==> src/rtl/mem_port_arbiter.sv <==
// mem_port_arbiter
// Shares one single-port, fixed-latency RAM between the instruction-fetch
// stage (IF) and the MEM stage. Each access runs IDLE -> ISSUE -> WAIT -> DONE.
// MEM wins grants in IDLE unless IF has lost two contested grants in a row.
//
// Ports:
//   clk, rst                  clock, synchronous active-high reset
//   if_req/if_addr/flush      fetch request, address and fetch flush
//   if_rdata/if_valid         fetched word and one-cycle completion pulse
//   mem_req/mem_we/mem_addr/
//   mem_wdata/mem_wstrb       load/store request and attributes
//   mem_rdata/mem_valid       load data and one-cycle completion pulse
//   stall                     memory-induced pipeline stall
//   ram_en/we/addr/wdata/wstrb registered RAM command, ram_rdata RAM read data
//
// Optional feature: define MEM_PORT_ARB_STATS_EN to add the saturating
// stat_if_grants / stat_mem_grants / stat_conflicts counters.
module mem_port_arbiter #(
  parameter int unsigned ADDR_W  = 32,
  parameter int unsigned DATA_W  = 32,
  parameter int unsigned MEM_LAT = 2
) (
  input  logic                  clk,
  input  logic                  rst,
  input  logic                  if_req,
  input  logic [ADDR_W-1:0]     if_addr,
  input  logic                  flush,
  output logic [DATA_W-1:0]     if_rdata,
  output logic                  if_valid,
  input  logic                  mem_req,
  input  logic                  mem_we,
  input  logic [ADDR_W-1:0]     mem_addr,
  input  logic [DATA_W-1:0]     mem_wdata,
  input  logic [DATA_W/8-1:0]   mem_wstrb,
  output logic [DATA_W-1:0]     mem_rdata,
  output logic                  mem_valid,
  output logic                  stall,
  output logic                  ram_en,
  output logic                  ram_we,
  output logic [ADDR_W-1:0]     ram_addr,
  output logic [DATA_W-1:0]     ram_wdata,
  output logic [DATA_W/8-1:0]   ram_wstrb,
`ifdef MEM_PORT_ARB_STATS_EN
  output logic [31:0]           stat_if_grants,
  output logic [31:0]           stat_mem_grants,
  output logic [31:0]           stat_conflicts,
`endif
  input  logic [DATA_W-1:0]     ram_rdata
);

  typedef enum logic [1:0] {S_IDLE, S_ISSUE, S_WAIT, S_DONE} state_t;

  localparam logic [3:0] LAT_END = 4'(MEM_LAT);

  state_t      state, state_next;
  logic        owner_mem;   // 1: current transaction belongs to MEM
  logic        owner_we;
  logic        drop;        // fetch flushed while in flight
  logic [1:0]  if_wait;     // contested MEM grants since IF last won
  logic [3:0]  lat_cnt;
  logic        if_ok, contested, grant_mem, grant_if, last_wait;

  always_ff @(posedge clk) begin
    if (rst) state <= S_IDLE;
    else     state <= state_next;
  end

  always_comb begin
    if_ok      = if_req && !flush;
    contested  = mem_req && if_ok;
    last_wait  = (lat_cnt == LAT_END);
    grant_mem  = 1'b0;
    grant_if   = 1'b0;
    state_next = state;
    unique case (state)
      S_IDLE: begin
        if (contested && if_wait == 2'd2) grant_if  = 1'b1;
        else if (mem_req)                 grant_mem = 1'b1;
        else if (if_ok)                   grant_if  = 1'b1;
        if (grant_mem || grant_if) state_next = S_ISSUE;
      end
      S_ISSUE: state_next = S_WAIT;
      S_WAIT:  if (last_wait) state_next = S_DONE;
      S_DONE:  state_next = S_IDLE;
      default: state_next = S_IDLE;
    endcase
  end

  always_ff @(posedge clk) begin
    if (rst) begin
      owner_mem <= 1'b0;
      owner_we  <= 1'b0;
      drop      <= 1'b0;
      if_wait   <= '0;
      lat_cnt   <= '0;
      if_rdata  <= '0;
      if_valid  <= 1'b0;
      mem_rdata <= '0;
      mem_valid <= 1'b0;
      ram_en    <= 1'b0;
      ram_we    <= 1'b0;
      ram_addr  <= '0;
      ram_wdata <= '0;
      ram_wstrb <= '0;
    end else begin
      ram_en    <= 1'b0;
      if_valid  <= 1'b0;
      mem_valid <= 1'b0;
      unique case (state)
        S_IDLE: begin
          if (grant_mem) begin
            owner_mem <= 1'b1;
            owner_we  <= mem_we;
            ram_en    <= 1'b1;
            ram_we    <= mem_we;
            ram_addr  <= mem_addr;
            ram_wdata <= mem_wdata;
            ram_wstrb <= mem_wstrb;
            if (if_req && if_wait != 2'd2) if_wait <= if_wait + 2'd1;
          end else if (grant_if) begin
            owner_mem <= 1'b0;
            owner_we  <= 1'b0;
            ram_en    <= 1'b1;
            ram_we    <= 1'b0;
            ram_addr  <= if_addr;
            ram_wdata <= '0;
            ram_wstrb <= '0;
            if_wait   <= '0;
          end
        end
        S_ISSUE: begin
          lat_cnt <= 4'd1;
          if (!owner_mem && flush) drop <= 1'b1;
        end
        S_WAIT: begin
          if (!last_wait) lat_cnt <= lat_cnt + 4'd1;
          if (!owner_mem && flush) drop <= 1'b1;
          // Valid is registered here so it appears exactly in the DONE cycle;
          // a flush arriving in this same cycle must already suppress it.
          if (last_wait) begin
            if (owner_mem) begin
              mem_valid <= 1'b1;
              if (!owner_we) mem_rdata <= ram_rdata;
            end else if (!(drop || flush)) begin
              if_valid <= 1'b1;
              if_rdata <= ram_rdata;
            end
          end
        end
        S_DONE: drop <= 1'b0;
        default: drop <= 1'b0;
      endcase
    end
  end

  assign stall = (mem_req && !mem_valid) || (if_req && !if_valid && !flush);

`ifdef MEM_PORT_ARB_STATS_EN
  always_ff @(posedge clk) begin
    if (rst) begin
      stat_if_grants  <= '0;
      stat_mem_grants <= '0;
      stat_conflicts  <= '0;
    end else begin
      if (grant_if && stat_if_grants != '1)
        stat_if_grants <= stat_if_grants + 32'd1;
      if (grant_mem && stat_mem_grants != '1)
        stat_mem_grants <= stat_mem_grants + 32'd1;
      if (state == S_IDLE && mem_req && if_req && stat_conflicts != '1)
        stat_conflicts <= stat_conflicts + 32'd1;
    end
  end
`endif

endmodule
==> config.mk <==
export PLATFORM = sky130hd
export DESIGN_NAME = mem_port_arbiter
export DESIGN_NICKNAME = d
export VERILOG_FILES = /design/src/rtl/mem_port_arbiter.sv
export SDC_FILE = /design/constraint.sdc
export NUM_CORES = 1
export LEC_CHECK = 0
export CORE_MARGIN = 2
export CORE_UTILIZATION = 40
export DETAILED_ROUTE_END_ITERATION = 10
export PLACE_DENSITY = 0.77
export SLEW_MARGIN = 40
export SYNTH_ARGS = -nofsm -noshare
export SYNTH_HDL_FRONTEND = slang
export SYNTH_SLANG_ARGS = --single-unit
==> constraint.sdc <==
create_clock -name clk -period 1.8 [get_ports clk]
set_clock_uncertainty 0.1 [all_clocks]
set_input_delay 0.27 -clock clk [delete_from_list [all_inputs] [get_ports clk]]
set_output_delay 0.27 -clock clk [all_outputs]
set_load 0.05 [all_outputs]
=== Word level (Yosys, flattened, before mapping) ===
Cells that the tools add are included.

* Word-level logic and storage cells: 95
* Bits in registers: 146
* Input port bits: 138
* Output and inout port bits: 137

* Reductions and logical operators: 30
* Bitwise gates (word level): 6
* Add/subtract/negate cells: 2
* Equal/unequal tests: 11
* Mux-type cells: 32

{| class="wikitable"
|+ Operator list
! kind !! count
|-
| two-way mux 32 bit || 4
|-
| two-way mux 1 bit || 17
|-
| two-way mux 4 bit || 3
|-
| two-way mux 2 bit || 5
|-
| logical AND 1 bit || 8
|-
| != test 2 bit (second input constant) || 4
|-
| one-hot mux 2 bit (4 select lines) || 1
|-
| one-hot mux 4 bit (2 select lines) || 1
|-
| AND reduction 2 bit || 4
|-
| AND reduction 4 bit || 2
|-
| == test 2 bit (second input constant) || 3
|-
| inverter 1 bit || 6
|-
| nonzero test 2 bit || 3
|-
| adder 4 x 1 -> 4 bit (second input constant) || 1
|-
| == test 4 x 2 -> 1 bit (second input constant) || 1
|-
| zero test 1 bit || 4
|-
| != test 2 x 1 -> 1 bit (second input constant) || 2
|-
| OR reduction 2 bit || 2
|-
| OR reduction 4 bit || 1
|-
| logical OR 1 bit || 3
|-
| AND reduction 3 bit || 1
|-
| OR reduction 3 bit || 1
|-
| adder 2 x 1 -> 2 bit (second input constant) || 1
|-
| == test 2 x 1 -> 1 bit (second input constant) || 1
|-
| other kinds (2) || 2
|}

=== Longest topological paths before layout ===
* Depth in word-level cells: 9
* Depth in mapped cells: 9
* Gate-level depth less buffers: 6

=== Worst setup path after synthesis ===
Ideal clock, no wire load.

* Kind: register to output
* From: register if_valid
* To: output port stall
* Arrival: 1312 ps
* Data required time: 1430 ps
* Stages on the path, launching flop included: 2
* Setup slack: 118 ps
* Cells stage by stage: dfxtp_1 -> o22ai_1

* Longest elaborated chain between the ends: 4

{| class="wikitable"
|+ RTL lines
! item !! line !! RTL
|-
| start, declared || 29 || <nowiki>output logic if_valid,</nowiki>
|-
| start signal, assigned || 97 || <nowiki>if_valid <= 1'b0;</nowiki>
|-
| start signal, assigned || 107 || <nowiki>if_valid <= 1'b0;</nowiki>
|-
| start signal, assigned || 145 || <nowiki>if_valid <= 1'b1;</nowiki>
|-
| zero test 1 bit || 156 || <nowiki>assign stall = (mem_req && !mem_valid) || (if_req && !if_valid && !flush);</nowiki>
|-
| logical AND 1 bit (2 in series) || 156 ||
|-
| logical OR 1 bit || 156 ||
|-
| end, declared || 37 || <nowiki>output logic stall,</nowiki>
|}

Every way passes these cells.

=== Final worst setup path ===
* From: register state[0]
* To: register mem_rdata[31]

* Longest elaborated chain between the ends: 2

{| class="wikitable"
|+ RTL lines
! item !! line !! RTL
|-
| start, declared || 55 || <nowiki>state_t state, state_next;</nowiki>
|-
| start signal, assigned || 65 || <nowiki>else state <= state_next;</nowiki>
|-
| == test 2 bit || 109 || <nowiki>unique case (state)</nowiki>
|-
| AND reduction 4 bit (no line) || n/a ||
|-
| end signal, assigned || 143 || <nowiki>if (!owner_we) mem_rdata <= ram_rdata;</nowiki>
|-
| end, declared || 35 || <nowiki>output logic [DATA_W-1:0] mem_rdata,</nowiki>
|}

Every way passes these cells.
A chain may end at the register's enable or synchronous reset.

==> flow_summary_export.csv <==
group,metric,value,unit
outcome,status,"finished clean",
synthesis,yosysMostFrequentCell,"nand2_1",
worst_setup_path,r2r-start,"state[0]",
worst_setup_path,crit_buf_inv,3,
drt,wl,18090,um
grt,grt_pass1_vias,5329,
synthesis,async_reset_ff_share,0,%
floorplanning,start_util,41.33,%
final_layout,area_delta_synth_final,62.16,%
worst_setup_path,worstReg2RegEnd,"mem_rdata[31]",
synthesis,ys_seq_area_share,52.78,%
synthesis,syn_inst,660,
synthesis,yosys-top-cells-area,"dfxtp_1 53%, nand2_1 11%, a21oi_1 9.0%, nor2_1 5.4%, a22oi_1 5.3%",
timing,hold_viol,0,
clock_tree,clock_latency,0.43,ns
final_layout,final_cells,1119,
floorplanning,rows,42,
clock_tree,cts-root-buf,"clkbuf_16",
placed_design,port_buffers,274,
synthesis,synth_commonest_cells,"164 x nand2_1, 146 x dfxtp_1, 100 x a21oi_1",
grt,grt_first_pass_wirelength,26880,um
timing,drv_slew,0,
clock_tree,ctsHtreeMaxLevel,4,
floorplanning,die_h,121.7,um
grt,use_met1,27.14,%
synthesis,synth_top_area_share,52.78,%
worst_setup_path,critPathLaunch,"state[0]",
timing,relSlewSlack,77.74,%
hold_path,hold-path-endpoint,"if_wait[0]",
timing,fin_crit,1.760,ns
synthesis,syn_nets,804,
synthesis,yosys_warnings,0,
worst_setup_path,cp-end-kind,"flop",
placed_design,globalplace.congestion,0.8388,
run,maxCapViolCount,0,
worst_setup_path,reg2reg_slack,0.04,ns
clock_tree,clkTransAtPathRegs,0.06,ns
grt,grt_util_met2,38.13,%
worst_setup_path,r2r_cells,8,
pwr,leakage,3.677,nW
synthesis,synth_ff_type,"dfxtp_1",
worst_setup_path,critPathRequiredTime,1.99,ns
floorplanning,core,13400,sq um
synthesis,synth.distinct_cells,34,
grt,met3_usage,7.303,%
timing,setup_violations,0,
worst_setup_path,path_cells,"inv_1, ha_2, and4bb_2, nand3b_1, buf_4, clkbuf_16, nand2_1, a21oi_1",
worst_setup_path,worstSetupPathType,"reg -> reg",
grt,grt_usage,23.10,%
final_layout,nFillCells,1090,
clock_tree,numCtsBuffers,17,
clock_tree,clock_path_buffers,2,
grt,globalRoute.totalOverflow,0,
synthesis,yosys.area.top_type,"dfxtp_1",
worst_setup_path,critical-path-top-delay-family,"simple AND/OR/NAND/NOR gates",
placed_design,placed_area,8248,sq um
placed_design,numPlacedInstances,1083,
clock_tree,cts_sinks,146,
drt,firstDrtPassIters,5,
hold_path,whs_path_depth,2,
worst_setup_path,critPathMaxStageDelay,0.33,ns
synthesis,synth_edf_count,0,
worst_setup_path,worstPathArrival,1.95,ns
drt,antenna_left,0,
drt,route.detailed.drc,0,
pwr,finalPower,0.01233,W
final_layout,drive_gt1_share,22.59,%
pwr,irDropWorstVdd,0.7387,mV
worst_setup_path,cp-start-kind,"flop",
synthesis,avgSynthCellArea,8.391,sq um
floorplanning,io_pins,275,
final_layout,diodes,0,
placed_design,dp_hpwl,12100,um
timing,setup_tns,0,ns
drt,vias_per_cell,5.139,
timing,worst_slew_pin_slew,0.3339,ns
drt,dr.first_iter.drc_count,384,
clock_tree,cts_tree,"done",
timing,max_freq,568.3,MHz
timing,finalCritPeriodShare,97.76,%
final_layout,nNetsFinal,1076,
grt,antenna_found_initial,0,
timing,rsz0062_at_grt,"yes",
clock_tree,cts_hold_buf,0,
drt,avgRoutedWirePerCell,16.17,um
grt,grt_start_max_net_pins,47,
floorplanning,die_w,121.7,um
synthesis,syn_area,5538,sq um
drt,vias,5750,
pwr,power.density,1373,nW/um^2
worst_setup_path,cp_max_fo,16,
hold_path,hold_class,"in -> reg",
synthesis,ys_seq_elements,146,
final_layout,fin_area,8980,sq um
hold_path,hp-start,"rst",
worst_setup_path,slowest_stage,"dfxtp_1",
grt,grt.busiest_layer,"met2",
floorplanning,dieArea,14800,sq um
==> cell type report <==
cell class / instances / area [sq um] / share of cell area, %
Multi-Input combinational cell: 456 / 2374 / 26.43
Clock inverter: 10 / 111.4 / 1.240
Sequential cell: 146 / 2923 / 32.55
Timing Repair Buffer: 303 / 2865 / 31.91
Clock buffer: 20 / 456.7 / 5.086
Tap cell: 176 / 220.2 / 2.452
Inverter: 8 / 30.03 / 0.3344
==> kinds of logic after synthesis <==
logic type               Yosys count  share of synthesized area (%)
adder cells (fa/ha/maj)            6                          1.356
multiplexers                       1                         0.1808
buffers and inverters             58                          5.264
flip-flops                       146                          52.78
AO/OA/AOI/OAI                    183                          20.65
AND/OR/NAND/NOR                  266                          19.77
==> how the worst max path moves through the flow <==
stage	to	cells after the start
3_3_place_gp	ram_addr[2]	6
4_1_cts	stall	4
6_report	mem_rdata[31]	8
2_1_floorplan	stall	1
3_5_place_dp	ram_addr[20]	6
5_1_grt	mem_rdata[31]	7
==> cell usage in the layout, fill, tap and decap left out, types with 2 or more instances in the layout <==
cell type	netlist	final
o21ai_0	4	4
nand2b_1	2	2
nand3b_1	3	3
inv_1	8	8
a211oi_2	6	6
bufinv_16	0	2
clkbuf_8	0	2
buf_12	0	13
nand2_1	164	164
clkinv_2	0	4
buf_4	9	149
nor3b_1	3	3
ha_1	6	4
nor2b_1	2	2
clkinvlp_4	0	3
a22oi_1	39	39
clkbuf_16	0	22
a21oi_1	100	99
nor3_1	3	3
a211oi_1	28	28
dfxtp_1	146	146
clkdlybuf4s50_1	0	136
nor2_1	80	80
a21oi_2	1	2
==> flip-flops by register name, summed over array words and instances (netlist names) <==
signal / count
drop: 1
if_rdata: 32
if_valid: 1
if_wait: 2
lat_cnt: 4
mem_rdata: 32
mem_valid: 1
owner_mem: 1
owner_we: 1
ram_addr: 32
ram_en: 1
ram_wdata: 32
ram_wstrb: 4
state: 2
==> where the power goes <==
group / switching [W] / total (W) / internal, W / leakage (nW)
Clock: 0.00133 / 0.00341 / 0.00209 / 0.274
Combinational: 0.00314 / 0.00494 / 0.00180 / 2.21
Sequential: 0.000278 / 0.00397 / 0.00369 / 1.19
Total: 0.00475 / 0.0123 / 0.00758 / 3.68
==> stage by stage <==
| stage | hold slack, ns | setup WS [ns] | util (%) |
|---|---|---|---|
| 2_1_floorplan | 0.3060 | 0.1182 | - |
| 3_3_place_gp | 0.3427 | -0.1324 | 61.55 |
| 6_report | 0.1290 | 0.04031 | 67.01 |
| 5_1_grt | 0.1347 | -0.01611 | 67.01 |
| 4_1_cts | 0.1250 | 0.01386 | 65.79 |
| 3_5_place_dp | 0.3479 | -0.1983 | 61.55 |
==> metal layers <==
layer,vias to the layer above,wire [um]
met5,-,0
li1,2780,-
met2,262,8647
met1,2662,7140
met4,0,617
met3,46,1686
==> what timing repair did <==
action | CTS | global route
buffers inserted | 0 | 1
endpoints found under the setup margin | 0 | 59
endpoints found under the hold margin | 0 | 0
resized for setup | 0 | 9
Note: power is estimated with default switching activity, not from simulation.
